$ cat config.mk
export PLATFORM = sky130hd
export DESIGN_NAME = noc_vc_sched
export DESIGN_NICKNAME = d
export VERILOG_FILES = /design/src/rtl/noc_vc_sched_pkg.sv /design/src/rtl/noc_vc_sched_rr_arbiter.sv /design/src/rtl/noc_vc_sched.sv
export SDC_FILE = /design/constraint.sdc
export NUM_CORES = 1
export LEC_CHECK = 0
export ABC_AREA = 1
export CORE_UTILIZATION = 38
export DETAILED_ROUTE_END_ITERATION = 10
export GPL_TIMING_DRIVEN = 1
export PLACE_DENSITY_LB_ADDON = 0.05
export SLEW_MARGIN = 15
export SYNTH_ARGS = -nofsm -noshare
export SYNTH_HDL_FRONTEND = slang
export SYNTH_SLANG_ARGS = --single-unit
$ cat constraint.sdc
create_clock -name clk -period 2.2 [get_ports clk]
set_input_delay 0.22 -clock clk [delete_from_list [all_inputs] [get_ports clk]]
set_output_delay 0.22 -clock clk [all_outputs]
set_load 0.01 [all_outputs]
$ cat src/rtl/noc_vc_sched_pkg.sv
// Shared types and constants for the NoC virtual-channel scheduler.
// The packet-lock feature is enabled with NOC_VC_SCHED_PKTLOCK_EN.
package noc_vc_sched_pkg;

  localparam int unsigned NUM_VC_MAX = 16;

  typedef enum logic {
    UNLOCKED = 1'b0,
    LOCKED   = 1'b1
  } lock_state_e;

  // Position of the last-flit marker within a flit of the given width.
  function automatic int unsigned flit_tail_bit(input int unsigned width);
    return width - 1;
  endfunction

endpackage

$ cat src/rtl/noc_vc_sched_rr_arbiter.sv
// Combinational round-robin arbiter: the first requester after 'last' wins, with an explicit modulo wrap.
module rr_arbiter
  import noc_vc_sched_pkg::*;
#(
  parameter int unsigned NUM_VC = 4,
  parameter int unsigned VCW    = $clog2(NUM_VC)
) (
  input  logic [NUM_VC-1:0] req,
  input  logic [VCW-1:0]    last,
  output logic [NUM_VC-1:0] gnt,
  output logic [VCW-1:0]    idx,
  output logic              any
);

  localparam int unsigned SCAN = (NUM_VC < NUM_VC_MAX) ? NUM_VC : NUM_VC_MAX;

  always_comb begin : search
    int unsigned cand;
    gnt  = '0;
    idx  = '0;
    any  = 1'b0;
    cand = 0;
    for (int unsigned i = 1; i <= SCAN; i++) begin
      cand = 32'(last) + i;
      if (cand >= NUM_VC) cand = cand - NUM_VC;
      if (!any && req[VCW'(cand)]) begin
        any              = 1'b1;
        idx              = VCW'(cand);
        gnt[VCW'(cand)]  = 1'b1;
      end
    end
  end

endmodule

$ cat src/rtl/noc_vc_sched.sv
// Round-robin drain of NUM_VC FWFT FIFOs onto one registered valid/ready link.
// Define NOC_VC_SCHED_PKTLOCK_EN to hold the grant on one VC until a tail flit passes.
module noc_vc_sched
  import noc_vc_sched_pkg::*;
#(
  parameter int unsigned NUM_VC = 4,
  parameter int unsigned WIDTH  = 32,
  parameter int unsigned VCW    = $clog2(NUM_VC)
) (
  input  logic                          clk,
  input  logic                          rst,
  input  logic [NUM_VC-1:0]             i_fifo_empty,
  input  logic [NUM_VC-1:0][WIDTH-1:0]  i_fifo_rdata,
  output logic [NUM_VC-1:0]             o_fifo_pop,
  output logic                          o_valid,
  input  logic                          i_ready,
  output logic [WIDTH-1:0]              o_data,
  output logic [VCW-1:0]                o_vc
);

  logic              load_c;
  logic              any_c;
  logic [NUM_VC-1:0] elig_c;
  logic [NUM_VC-1:0] gnt_c;
  logic [VCW-1:0]    gidx_c;
  logic [VCW-1:0]    rr_last;
  logic [WIDTH-1:0]  head_c;

  assign load_c = !o_valid || i_ready;
  assign head_c = i_fifo_rdata[gidx_c];

`ifdef NOC_VC_SCHED_PKTLOCK_EN
  localparam int unsigned TAIL = flit_tail_bit(WIDTH);

  lock_state_e    lock_q;
  logic [VCW-1:0] lock_vc;

  // While a packet is in flight only its own VC may be served.
  always_comb begin
    elig_c = ~i_fifo_empty;
    if (lock_q == LOCKED) elig_c = elig_c & (NUM_VC'(1) << lock_vc);
  end

  always_ff @(posedge clk) begin
    if (rst) begin
      lock_q  <= UNLOCKED;
      lock_vc <= '0;
    end else if (load_c && any_c) begin
      if (lock_q == UNLOCKED && !head_c[TAIL]) begin
        lock_q  <= LOCKED;
        lock_vc <= gidx_c;
      end else if (lock_q == LOCKED && head_c[TAIL]) begin
        lock_q  <= UNLOCKED;
      end
    end
  end
`else
  assign elig_c = ~i_fifo_empty;
`endif

  rr_arbiter #(
    .NUM_VC (NUM_VC),
    .VCW    (VCW)
  ) u_arb (
    .req  (elig_c),
    .last (rr_last),
    .gnt  (gnt_c),
    .idx  (gidx_c),
    .any  (any_c)
  );

  // Pop only when the winner's flit is actually captured this edge.
  assign o_fifo_pop = (load_c && any_c && !rst) ? gnt_c : '0;

  always_ff @(posedge clk) begin
    if (rst) begin
      o_valid <= 1'b0;
      o_data  <= '0;
      o_vc    <= '0;
      rr_last <= VCW'(NUM_VC - 1);
    end else if (load_c) begin
      if (any_c) begin
        o_valid <= 1'b1;
        o_data  <= head_c;
        o_vc    <= gidx_c;
        rr_last <= gidx_c;
      end else begin
        o_valid <= 1'b0;
      end
    end
  end

endmodule

=== Word-level counts from Yosys, hierarchy flattened ===
Index checks and enable logic that the tools add are counted.

* $add $sub $neg: 8
* Multiply operators: 0
* Div/mod/pow operators: 0
* Order comparisons: 13
* Equal/unequal tests: 0
* Shift operators: 0
* Multiplexer cells: 36
* Bitwise logic cells: 4
* Reduce and logical (&&, ||, !) cells: 16

{| class="wikitable"
|+ Operators with widths
! operator !! number
|-
| binary-select mux 32 bit (select 2 bit) || 1
|-
| 2-to-1 mux 32 bit || 1
|-
| 2-to-1 mux 4 bit || 5
|-
| 2-to-1 mux 2 bit || 8
|-
| less-than comparator 2 x 3 -> 1 bit, second input constant || 5
|-
| 2-to-1 mux 1 bit || 13
|-
| OR 4 bit || 3
|-
| greater-or-equal comparator 3 bit, second input constant || 3
|-
| logical AND 1 bit || 9
|-
| binary-select mux 1 bit (select 2 bit) || 4
|-
| demux 1 bit (select 2 bit) || 4
|-
| greater-or-equal comparator 2 x 1 -> 1 bit, second input constant || 4
|-
| subtractor 2 x 1 -> 2 bit, second input constant || 4
|-
| adder 2 x 2 -> 3 bit, second input constant || 2
|-
| logical NOT 1 bit || 5
|-
| adder 2 x 3 -> 4 bit, second input constant || 1
|-
| greater-or-equal comparator 4 x 3 -> 1 bit, second input constant || 1
|-
| NOT 4 bit || 1
|-
| adder 2 x 1 -> 3 bit, second input constant || 1
|-
| AND reduction 2 bit || 1
|-
| logical OR 1 bit || 1
|}

* Bits in registers: 37
* Bits in latches: 0
* Bits in writable memories: 0
* Memory bits (read-only): 0
* Logic and storage cells: 81
* Memories kept: 0

=== Logic depth before layout (Yosys ltp) ===
* Word-level depth: 18
* Gate-level depth with buffers: 18

=== By module ===
From an unflattened synthesis, not the netlist that was laid out.

* Cells, all modules: 524
* Area, all modules: 3000.4 µm²

{| class="wikitable"
|+ Modules (own cells, without submodules)
! module !! instances !! cells each !! area an instance (µm²) !! sequential area each (µm²)
|-
| noc_vc_sched || 1 || 450 || 2542.4 || 740.7
|-
| rr_arbiter || 1 || 74 || 457.9 || 0.0
|}

=== Worst setup path after synthesis ===
OpenSTA, ideal clock, no wires.

* Kind: register to output
* From: register rr_last[0]
* To: output port o_fifo_pop[0]
* Arrival: 2.086 ns
* Slack: -0.106 ns
* Cell stages (with the launch flop): 14
* Buffers on the path: 2
* Cell sequence: dfxtp_1 -> buf_6 -> inv_6 -> ha_1 -> inv_1 -> nand3_2 -> nand2_4 -> nor2_8 -> nand3_2 -> nand2_1 -> inv_2 -> buf_2 -> nand2_1 -> a21oi_1

* Longest elaborated chain between the ends: 18
* Elaborated cells between the ends (all ways): 64
* Classes of those cells: add/sub: 8; order compare: 12; mux: 29; bitwise: 3; reduce/logical: 12

{| class="wikitable"
|+ RTL lines
! element !! RTL line !! RTL
|-
| start, declared || noc_vc_sched.sv:26 || <nowiki>logic [VCW-1:0] rr_last;</nowiki>
|-
| start signal, assigned || noc_vc_sched.sv:80 || <nowiki>rr_last <= VCW'(NUM_VC - 1);</nowiki>
|-
| start signal, assigned || noc_vc_sched.sv:86 || <nowiki>rr_last <= gidx_c;</nowiki>
|-
| branches (longest 17 deep; another with adder 2 x 1 -> 3 bit) || - ||
|-
| 2-to-1 mux 4 bit (*) || noc_vc_sched.sv:73 || <nowiki>assign o_fifo_pop = (load_c && any_c && !rst) ? gnt_c : '0;</nowiki>
|-
| end, declared || noc_vc_sched.sv:14 || <nowiki>output logic [NUM_VC-1:0] o_fifo_pop,</nowiki>
|}

Every way passes the cells marked *. The select of a mux whose other input is x is not followed.

=== Final worst setup path ===
* From: register rr_last[0]
* To: register o_data[15]

* Longest elaborated chain between the ends: 17
* Elaborated cells between the ends (all ways): 41
* Classes of those cells: add/sub: 8; order compare: 4; mux: 22; reduce/logical: 7

{| class="wikitable"
|+ RTL lines
! element !! RTL line !! RTL
|-
| adder 2 x 1 -> 3 bit || noc_vc_sched_rr_arbiter.sv:24 || <nowiki>cand = 32'(last) + i;</nowiki>
|-
| greater-or-equal comparator 3 bit or subtractor 2 x 1 -> 2 bit (tied branches) || noc_vc_sched_rr_arbiter.sv:25 || <nowiki>if (cand >= NUM_VC) cand = cand - NUM_VC;</nowiki>
|-
| 2-to-1 mux 2 bit || noc_vc_sched_rr_arbiter.sv:25 ||
|-
| binary-select mux 1 bit (select 2 bit) || noc_vc_sched_rr_arbiter.sv:26 || <nowiki>if (!any && req[VCW'(cand)]) begin</nowiki>
|-
| 2-to-1 mux 1 bit (implied by the code) || noc_vc_sched_rr_arbiter.sv:26 ||
|-
| 2-to-1 mux 1 bit || noc_vc_sched_rr_arbiter.sv:26 ||
|-
| logical NOT 1 bit || noc_vc_sched_rr_arbiter.sv:26 ||
|-
| logical AND 1 bit || noc_vc_sched_rr_arbiter.sv:26 ||
|-
| 2-to-1 mux 1 bit || noc_vc_sched_rr_arbiter.sv:26 ||
|-
| logical NOT 1 bit || noc_vc_sched_rr_arbiter.sv:26 ||
|-
| logical AND 1 bit || noc_vc_sched_rr_arbiter.sv:26 ||
|-
| 2-to-1 mux 1 bit || noc_vc_sched_rr_arbiter.sv:26 ||
|-
| logical NOT 1 bit || noc_vc_sched_rr_arbiter.sv:26 ||
|-
| logical AND 1 bit || noc_vc_sched_rr_arbiter.sv:26 ||
|-
| 2-to-1 mux 2 bit || noc_vc_sched_rr_arbiter.sv:26 ||
|-
| binary-select mux 32 bit (select 2 bit) || noc_vc_sched.sv:30 || <nowiki>assign head_c = i_fifo_rdata[gidx_c];</nowiki>
|-
| 2-to-1 mux 32 bit (implied by the code) || noc_vc_sched.sv:30 ||
|-
| end signal, assigned || noc_vc_sched.sv:78 || <nowiki>o_data <= '0;</nowiki>
|-
| end signal, assigned || noc_vc_sched.sv:84 || <nowiki>o_data <= head_c;</nowiki>
|-
| end, declared || noc_vc_sched.sv:17 || <nowiki>output logic [WIDTH-1:0] o_data,</nowiki>
|}

Several ways; a longest one is shown, not always the timed one. The select of a mux whose other input is x is not followed.
A chain may end at the register's enable or synchronous reset.

==> results.md <==
* Status: finished clean
* VDD IR-drop max at 1050 µV
* # DRC at 0
* Routability cong. at 0.841
* CTS clk-pin slew, worst paths at 0.08 ns
* Largest family of logic cells by synthesized area: simple AND/OR/NAND/NOR gates
* Critical Path RT at 2.40 ns
* Post-synth cell types at 27
* Critical Path Sink Type: flop
* Routed metal-1 wire length at 5.22 mm
* Worst-case clock buffer depth at 2
* Initial antenna violation count at 0
* Initial DRC count at 196
* Avg Synthesized Cell Area at 5.53 µm²
* Wirelength, routed at 12.4 mm
* Startpoint class of the critical path: flop
* Final Util at 70.4%
* Sw frac at 49.1%
* Num CTS Buffers at 5
* Metal3 WL at 721 µm
* Met2 WL at 6.30 mm
* LEAKAGE at 3.50 nW
* Synth Area in Simple Gates at 48.8%
* Cell area after synthesis at 0.00359 mm²
* Initial Util at 39.0%
* Xor/xnor share of the synthesized area at 0%
* Remaining global-route overflow at 0
* Period minus WS final at 2.18 ns
* Non-filler cells, final at 944
* Post-synthesis compound-gate area fraction at 2.97%
* Largest net degree at the start of global routing at 37
* Root buffer cell: clkbuf_8
* Gr usage total at 21.4%
* Comb power frac at 85.1%
* Setup CP Type: flop to flop
* Share of total power in the clock network at 5.8%
* Unrepaired setup endpoints after global routing: true
* Vias in the first global route at 3995
* Syn Nets at 790
* Via count at 4569
* P_sw at 6.08 mW
* Pint at 6.29 mW
* Post-DRT Antenna Nets at 0
* Num rows at 35
* Multiplexer share of the synthesized area at 0%
* DR top layer: met4
* Number of H-tree levels at 2
* Max-Cap Viols at 0
* Per-cell routed wire length at 13.2 µm
* Clock Sinks at 37
* Flop pwr share at 9.1%
* Worst hold path type: flop to flop
* Die Area at 0.00983 mm²
* Hpwl dp at 8.17 mm
* Final #Nets at 973
* Fin. max-slew vios at 0
* Gate Count Post-Synth at 649
* Sequential cell area fraction in the yosys report at 20.7%
* Die Span X at 99.1 µm
* Drt via density at 4.84
* Endpoints failing hold at 0
* Post-Synth Adder-Cell Area at 2.09%
* Count of input and output buffers at 173
* Clock skew at 0.00228 ns
* Max Clk Rate at 0.459 GHz
* Worst Tran Pin Value at 0.401 ns
* CTS tree: done
* Placed cells at 927
* CP max FO at 13
* DR pass1 iterations at 5
* First-pass GRT wire length at 17.5 mm
* Core ar. at 0.00920 mm²
* I/O pin cnt at 174
* Fill count at 769
* Chip Height at 99.1 µm
* CP arrival at 2.37 ns
* ANT cells at 0
* Final Cycle Share at 99.0%
* Pwr dens at 1910 mW/mm²
* Warnings from Yosys at 0
* Max-slew headroom at the worst pin at 73.3%
* Hold_buf cts at 0
* Worst skew pair latency at 0.29 ns
* Yosys reg bits at 37
* Area Growth Syn to Fin at 80.6%
* Share of cells above drive strength 1 at 21.2%
* Setup Viol. Count Final at 0
* Final hold slack at 0.469 ns
## worst paths after layout
| check | slack, ns | startpoint | cells after the start | to |
|---|---|---|---|---|
| max | 0.02 | rr_last[0] | 16 | o_data[15] |
| min | 0.47 | o_vc[0] | 2 | o_vc[0] |
| max reg2reg | 0.02 | rr_last[0] | 16 | o_data[15] |
| min reg2reg | 0.47 | o_vc[0] | 2 | o_vc[0] |
## power groups by stage
stage	logic, mW	clock network, mW	registers [mW]
floorplan	4.99	0	1.24
finish	10.5	0.717	1.12
detailed placement	7.64	0	1.12
CTS	7.78	0.731	1.11
global route	11.4	0.759	1.15
global placement	7.50	0	1.11
## through the flow
step	setup WS (ns)	cell area (µm²)	power [mW]	setup TNS, ns
finish	0.0223	6480	12.4	0
global route	-0.122	6480	13.3	-2.72
CTS	0.00322	5790	9.62	0
detailed placement	-0.243	5610	8.77	-3.03
global placement	-0.177	5610	8.62	-1.37
floorplan	0.0807	3620	6.23	0
## state kept, by name (all words and copies together) (netlist names)
name and count:
o_data 32, o_vc 2, rr_last 2, o_valid 1
## cell usage after synthesis (all sizes together)
library cell  instances  share of area, %
a21oi                 7              0.98
a221oi                3              0.73
and2                  1              0.17
buf                  33               6.2
clkbuf                5              0.52
clkinv                1              0.24
dfxtp                37                21
ha                    6               2.1
inv                 176                19
nand2               131                15
nand3               171                25
nor2                 71               8.1
o211ai                2              0.42
o21ai                 4              0.66
o22ai                 1              0.17
## worst max-delay path: stages, from the launching register on
cell and delay, ns:
dfxtp_4 0.38, inv_6 0.03, ha_4 0.30, buf_4 0.14, nand2_1 0.09, o21ai_4 0.10
nand2_4 0.09, buf_4 0.15, nand2_2 0.07, nand2_4 0.09, nand2_8 0.12, clkbuf_16 0.18
nand2_1 0.08, nand3_2 0.08, nand3_2 0.06, nand2_1 0.07, inv_1 0.04
## cell families (layout without fill, tap and decap cells)
group,after synthesis,count (layout)
DFF,37,37
buffers and inverters,215,399
and+or+nand+nor,374,374
AOI/OAI and AO/OA,17,17
adders and majority gates,6,6
## final cells by class
class	count	area [µm²]	share of cell area [%]
Sequential cell	37	746	11.5
Tap cell	111	139	2.14
Clock buffer	5	68.8	1.06
Inverter	177	684	10.6
Multi-Input combinational cell	397	2460	38.1
Clock inverter	3	65.1	1.00
Timing Repair Buffer	214	2310	35.7
## repair_timing
item                                    4_1_cts  5_1_grt
pin swaps                                     3       38
endpoints found under the hold margin         0        0
endpoints found under the setup margin       10       36
gates resized for setup                      26      108
cloned                                        0        8
buffers inserted                              1        0
## metal layers
layer | track usage (%) | vias up
li1 | - | 2309
met1 | 25.5 | 2102
met2 | 39.2 | 143
met3 | 4.43 | 15
met4 | 5.09 | 0
met5 | 0 | -
## cells in the final DEF (no fill, tap or decap), types with 3 or more instances in the layout
master / instances
clkbuf_16: 7
clkdlybuf4s50_1: 169
ha_1: 5
nand2_1: 110
buf_12: 11
nand3_2: 71
nand3_1: 90
inv_2: 6
dfxtp_1: 35
a221oi_2: 3
clkbuf_8: 5
inv_1: 168
buf_4: 16
nand2_4: 5
nand3_4: 10
a21oi_1: 3
nand2_2: 14
buf_6: 6
a21oi_2: 4
buf_2: 4
nor2_1: 69
(Power assumes the default switching activity.)
